### src/rtl/icache_data_store.sv
// Data array of the 2-way instruction cache: line-fill write port, registered read port,
// per-word valid mask and a fill-stream protocol checker.
module icache_data_store #(
  parameter int DATA_W   = 8,
  parameter int OFFSET_W = 3
) (
  input  logic                clk,
  input  logic                sync_reset,
  input  logic                cache_wren,
  input  logic                cache_wrline,
  input  logic                cache_wrentry,
  input  logic [OFFSET_W-1:0] cache_wroffset,
  input  logic [DATA_W-1:0]   rom_data,
  input  logic                cache_rdline,
  input  logic                cache_rdentry,
  input  logic [OFFSET_W-1:0] cache_rdoffset,
  output logic [DATA_W-1:0]   instr,
  output logic                instr_valid,
  output logic                fill_done,
  output logic                fill_err
);

  // state   | meaning
  // IDLE    | no fill in progress; next wren starts a fill and clears the target way
  // FILLING | burst active; each wren is checked against latched way and expected offset

  localparam int WORDS = 1 << OFFSET_W;
  localparam int DEPTH = 4 * WORDS;
  localparam int AW    = OFFSET_W + 2;
  localparam logic [OFFSET_W:0] BURST_MAX = (OFFSET_W+1)'(WORDS);

  typedef enum logic {IDLE, FILLING} state_t;

  state_t                state;
  logic [DATA_W-1:0]     mem [DEPTH];
  logic [DEPTH-1:0]      mask;
  logic                  fill_line;
  logic                  fill_entry;
  logic [OFFSET_W-1:0]   exp_off;
  logic [OFFSET_W:0]     burst_cnt;

  logic [AW-1:0]         wr_addr;
  logic [AW-1:0]         rd_addr;
  logic [AW-1:0]         wr_way_base;
  logic [AW-1:0]         fill_way_base;
  logic [WORDS-1:0]      fill_way_mask;
  logic [WORDS-1:0]      wr_bit;
  logic                  hit_latched;
  logic                  seq_bad;

  assign wr_addr       = {cache_wrline, cache_wrentry, cache_wroffset};
  assign rd_addr       = {cache_rdline, cache_rdentry, cache_rdoffset};
  assign wr_way_base   = {cache_wrline, cache_wrentry, {OFFSET_W{1'b0}}};
  assign fill_way_base = {fill_line, fill_entry, {OFFSET_W{1'b0}}};
  assign fill_way_mask = mask[fill_way_base +: WORDS];
  assign wr_bit        = WORDS'(1) << cache_wroffset;
  assign hit_latched   = (cache_wrline == fill_line) && (cache_wrentry == fill_entry);
  assign seq_bad       = (cache_wroffset != exp_off) || !hit_latched || (burst_cnt == BURST_MAX);

  // Array has no reset; a write coincident with reset is dropped.
  always_ff @(posedge clk) begin
    if (cache_wren && !sync_reset)
      mem[wr_addr] <= rom_data;
  end

  always_ff @(posedge clk) begin
    if (sync_reset) begin
      instr       <= '0;
      instr_valid <= 1'b0;
    end else if (cache_wren && (wr_addr == rd_addr)) begin
      instr       <= rom_data;
      instr_valid <= 1'b1;
    end else begin
      instr       <= mem[rd_addr];
      instr_valid <= mask[rd_addr];
    end
  end

  always_ff @(posedge clk) begin
    if (sync_reset) begin
      state      <= IDLE;
      mask       <= '0;
      fill_done  <= 1'b0;
      fill_err   <= 1'b0;
      fill_line  <= 1'b0;
      fill_entry <= 1'b0;
      exp_off    <= '0;
      burst_cnt  <= '0;
    end else begin
      fill_done <= 1'b0;
      case (state)
        IDLE: begin
          if (cache_wren) begin
            state      <= FILLING;
            fill_line  <= cache_wrline;
            fill_entry <= cache_wrentry;
            exp_off    <= cache_wroffset + 1'b1;
            burst_cnt  <= (OFFSET_W+1)'(1);
            // Stale words of the evicted tag go invalid; the later NBA sets the new word.
            mask[wr_way_base +: WORDS] <= '0;
            mask[wr_addr]              <= 1'b1;
            if (cache_wroffset != '0)
              fill_err <= 1'b1;
          end
        end
        FILLING: begin
          if (cache_wren) begin
            mask[wr_addr] <= 1'b1;
            exp_off       <= exp_off + 1'b1;
            if (burst_cnt != BURST_MAX)
              burst_cnt <= burst_cnt + 1'b1;
            if (seq_bad)
              fill_err <= 1'b1;
            if (hit_latched && !(&fill_way_mask) && (&(fill_way_mask | wr_bit)))
              fill_done <= 1'b1;
          end else begin
            state <= IDLE;
          end
        end
        default: state <= IDLE;
      endcase
    end
  end

endmodule
### config.mk
export PLATFORM = sky130hd
export DESIGN_NAME = icache_data_store
export DESIGN_NICKNAME = d
export VERILOG_FILES = /design/src/rtl/icache_data_store.sv
export SDC_FILE = /design/constraint.sdc
export NUM_CORES = 1
export LEC_CHECK = 0
export ABC_CLOCK_PERIOD_IN_PS = 6200
export BUFFER_PORTS_ARGS = -buffer_cell sky130_fd_sc_hd__clkbuf_2
export CAP_MARGIN = 5
export CELL_PAD_IN_SITES_DETAIL_PLACEMENT = 1
export CELL_PAD_IN_SITES_GLOBAL_PLACEMENT = 1
export CORE_MARGIN = 4
export CORE_UTILIZATION = 40
export CTS_CLUSTER_DIAMETER = 40
export DETAILED_ROUTE_END_ITERATION = 8
export HOLD_SLACK_MARGIN = 0.08
export PLACE_DENSITY = 0.66
export SYNTH_ARGS = -nofsm -noshare
export SYNTH_HDL_FRONTEND = slang
export SYNTH_SLANG_ARGS = --single-unit
### constraint.sdc
create_clock -name clk -period 6.2 [get_ports clk]
set_input_delay 1.86 -clock clk [delete_from_list [all_inputs] [get_ports clk]]
set_output_delay 1.86 -clock clk [all_outputs]
set_load 0.01 [all_outputs]
==> results_dict.tcl <==
set metrics [dict create \
    status "completed" \
    max-cap-violations 0 \
    worstSkewPairLatency_ns 0.53 \
    synth_fa_ha_area_share_pct 0.298 \
    filler_cell_count 2913 \
    setup_tns_ns 0 \
    synth_mux_area_share_pct 14.3 \
    std_cell_rows 64 \
    core_sq_um 30800 \
    grt_use_total_pct 19.2 \
    design.portCount 32 \
    first_pass_iters 5 \
    number_of_antenna_violations_at_the_first_check_in_global_routing 2 \
    n_antenna_cell 0 \
    dp.final_hpwl_um 21300 \
    pre_cts_setup_slack_ns 1.57 \
    wirelength_routed_um 32200 \
    cts_htree_levels 2 \
    vdd_ir_drop_max_uv 292 \
    rsz_0062_raised_after_global_routing "no" \
    post_cts.resized_instances 0 \
    yosysSeqAreaShare_pct 69.4 \
    critical_path.endpoint_type "flop" \
    p_per_area_nw_per_um2 339 \
    compound_gate_portion_of_the_synthesized_area_pct 6.98 \
    initial_core_util_pct 40.9 \
    synthTopCellsByArea "sky130_fd_sc_hd__edfxtp_1 (61%), sky130_fd_sc_hd__mux4_2 (9.6%), sky130_fd_sc_hd__dfxtp_1 (8.4%)" \
    grt.overflow.total 0 \
    cts_sinks 309 \
    predominant_post_synthesis_flop_cell "sky130_fd_sc_hd__edfxtp_1" \
    yosys.area_share.simple_pct 5.57 \
    register_to_register_setup_slack_ns 4.05 \
    r2r_path_start "fill_line$_SDFFE_PP0P_" \
    rr_endpoint "fill_done$_SDFF_PP0_" \
    final_layout_size_suffix_gt1_share_pct 20.0 \
    max_freq_ghz 0.245 \
    count_of_routing_violations_after_the_opening_detailed_route_iteration 525 \
    synth_enable_flop_cells 256 \
    share_of_the_synthesized_netlist_area_taken_by_xor_and_xnor_gates_pct 0.834 \
    cts.repair_timing.setup_buffer_count 0 \
    finalNetCount 806 \
    post_synth_instance_area_sq_um 12600 \
    cellLeakagePower_uw 0.00506 \
    timing.clock.skew_ns 0.0238 \
    placed_area_sq_um 13000 \
    pin_count_of_the_biggest_net_entering_global_routing 66 \
    r2r_cells 5 \
    hold_violations 0 \
    endpoint "mem[28][0]$_DFFE_PP_" \
    finalWeightedCongestion 0.889 \
    first_global_vias 7598 \
    final_area_sq_um 14400 \
    relSlewSlack_pct 23.4 \
    setup_viol 0 \
    design.die.area_sq_um 34400 \
    area_growth_syn_to_layout_pct 14.2 \
    worstPathRequired_ns 6.34 \
    synth_top_area_cell "sky130_fd_sc_hd__edfxtp_1" \
    die_x_um 186 \
    postSynthCellCount 746 \
    worstHoldStart "mask[30]$_SDFFE_PP0P_" \
    ys_seq_elements 309 \
    ys_async_sr_fraction_pct 0 \
    main_combinational_cell_family_by_area_after_synthesis "multiplexers" \
    yosysWarnings 0 \
    root_buffer "sky130_fd_sc_hd__clkbuf_16" \
    maxSlewViolCount 0 \
    synth.net_count 770 \
    route.detailed.wl_per_inst_um 26.6 \
    finalWorstPathRequiredPeriod_ns 4.08 \
    cts_inserted_buffers 41 \
    count_of_cell_types_in_the_netlist 48 \
    worst_min_delay_path_class "flop to flop" \
    remaining_drc_errors 0 \
    drt_via_density 5.84 \
    hold_fix_buffer_count_after_cts 0 \
    crit_type "input pin to flop" \
    drt_antenna_net_count 0 \
    fin_crit_sh_pct 65.8 \
    origin_of_the_worst_setup_path "sync_reset" \
    port_buffers 31 \
    post-synth-top-count-cell "sky130_fd_sc_hd__edfxtp_1" \
    worst_setup_hold_path_clk_slew_ns 0.05 \
    die_height_um 186 \
    route.vias.total 7063 \
    worst-path-max-fanout 17 \
    clock_path_buffers 3 \
    grt_first_pass_wirelength_um 48800 \
    layout_setup_ws_ns 2.12 \
    cts_tree "yes" \
    netlist.area_leader.share_pct 61.0 \
    tightestPinTransition_ns 1.15 \
    ys_top_cells_by_count "sky130_fd_sc_hd__edfxtp_1 (256), sky130_fd_sc_hd__mux4_2 (54), sky130_fd_sc_hd__dfxtp_1 (53)" \
    synth.avg_cell_area_sq_um 16.9 \
    worstSetupStartpointType "input pin" \
    data_arrival_critical_path_ns 4.22 \
]
metrics by stage:
stage | util [%] | std cells | total power [uW] | hold slack, ns
final | 46.7 | 1210 | 4880 | 0.482
after global routing | 46.7 | 1210 | 5060 | 0.509
after CTS | 46.7 | 1210 | 4930 | 0.482
after detailed placement | 42.2 | 1135 | 2580 | 0.474
after global placement | 42.2 | 1135 | 2570 | 0.464
after floorplan | - | 746 | 2480 | 0.438
cell usage in the layout, fill, tap and decap left out, types with 5 or more instances in the layout:
master	count
sky130_fd_sc_hd__a21o_1	33
sky130_fd_sc_hd__a21oi_1	23
sky130_fd_sc_hd__a221oi_1	5
sky130_fd_sc_hd__a22oi_1	31
sky130_fd_sc_hd__and2_1	5
sky130_fd_sc_hd__and3_1	9
sky130_fd_sc_hd__clkbuf_1	8
sky130_fd_sc_hd__clkbuf_16	42
sky130_fd_sc_hd__clkbuf_2	30
sky130_fd_sc_hd__dfxtp_1	53
sky130_fd_sc_hd__edfxtp_1	256
sky130_fd_sc_hd__inv_1	7
sky130_fd_sc_hd__mux2i_1	48
sky130_fd_sc_hd__mux4_2	54
sky130_fd_sc_hd__nand2_1	23
sky130_fd_sc_hd__nand3_1	26
sky130_fd_sc_hd__nand4_1	11
sky130_fd_sc_hd__nor2_1	46
sky130_fd_sc_hd__nor2b_1	9
sky130_fd_sc_hd__o21ai_0	6
sky130_fd_sc_hd__o221a_1	7
sky130_fd_sc_hd__xnor2_1	5
sky130_fd_sc_hd__xor2_1	7
worst min path at each step:
stage	to	slack (ns)	cells after the start
after floorplan	mask[10]$_SDFFE_PP0P_	0.44	1
after global placement	mask[24]$_SDFFE_PP0P_	0.46	1
after detailed placement	mask[24]$_SDFFE_PP0P_	0.47	1
after CTS	mask[30]$_SDFFE_PP0P_	0.48	1
after global routing	mask[30]$_SDFFE_PP0P_	0.51	1
final	mask[30]$_SDFFE_PP0P_	0.48	1
cells by family after synthesis:
group,after synthesis
flip-flops,309
AND/OR/NAND/NOR,142
AO/OA/AOI/OAI,122
multiplexers,107
buffers and inverters,51
XOR/XNOR,12
adder cells (fa/ha/maj),3
report_power, final:
part	internal [uW]	switching (uW)	total [uW]
clock network	1460	887	2350
logic	86.1	160	247
registers	2270	15.3	2290
total	3820	1060	4880
layer usage:
metal  vias up  part of all wire (%)  global-route usage, %
li1       3068                     -                      -
met5         -                 0.062                      0
met2       216                    49                   31.5
met1      3705                    42                   25.7
met4         4                   2.6                   5.89
met3        70                   5.8                   4.28
registers in the layout, indices dropped and copies added, names as in the netlist:
register,cells
state,1
fill_done,1
fill_line,1
mask,32
fill_err,1
instr,8
instr_valid,1
mem,256
exp_off,3
burst_cnt,4
fill_entry,1
critical path, stage by stage:
cell,delay [ns]
sky130_fd_sc_hd__clkbuf_2,0.28
sky130_fd_sc_hd__nor2b_1,0.53
sky130_fd_sc_hd__or3b_2,0.62
sky130_fd_sc_hd__nor2_1,0.91
area by class of cell:
cell class / instances / area, sq um / area share (%)
tap: 396 / 495 / 3.44
sequential: 309 / 8750 / 60.7
multi-input combinational: 386 / 3520 / 24.5
clock buffer: 53 / 1120 / 7.79
inverter: 8 / 30.0 / 0.209
clock inverter: 22 / 272 / 1.89
timing repair buffer: 36 / 211 / 1.47
(Power assumes the default switching activity.)
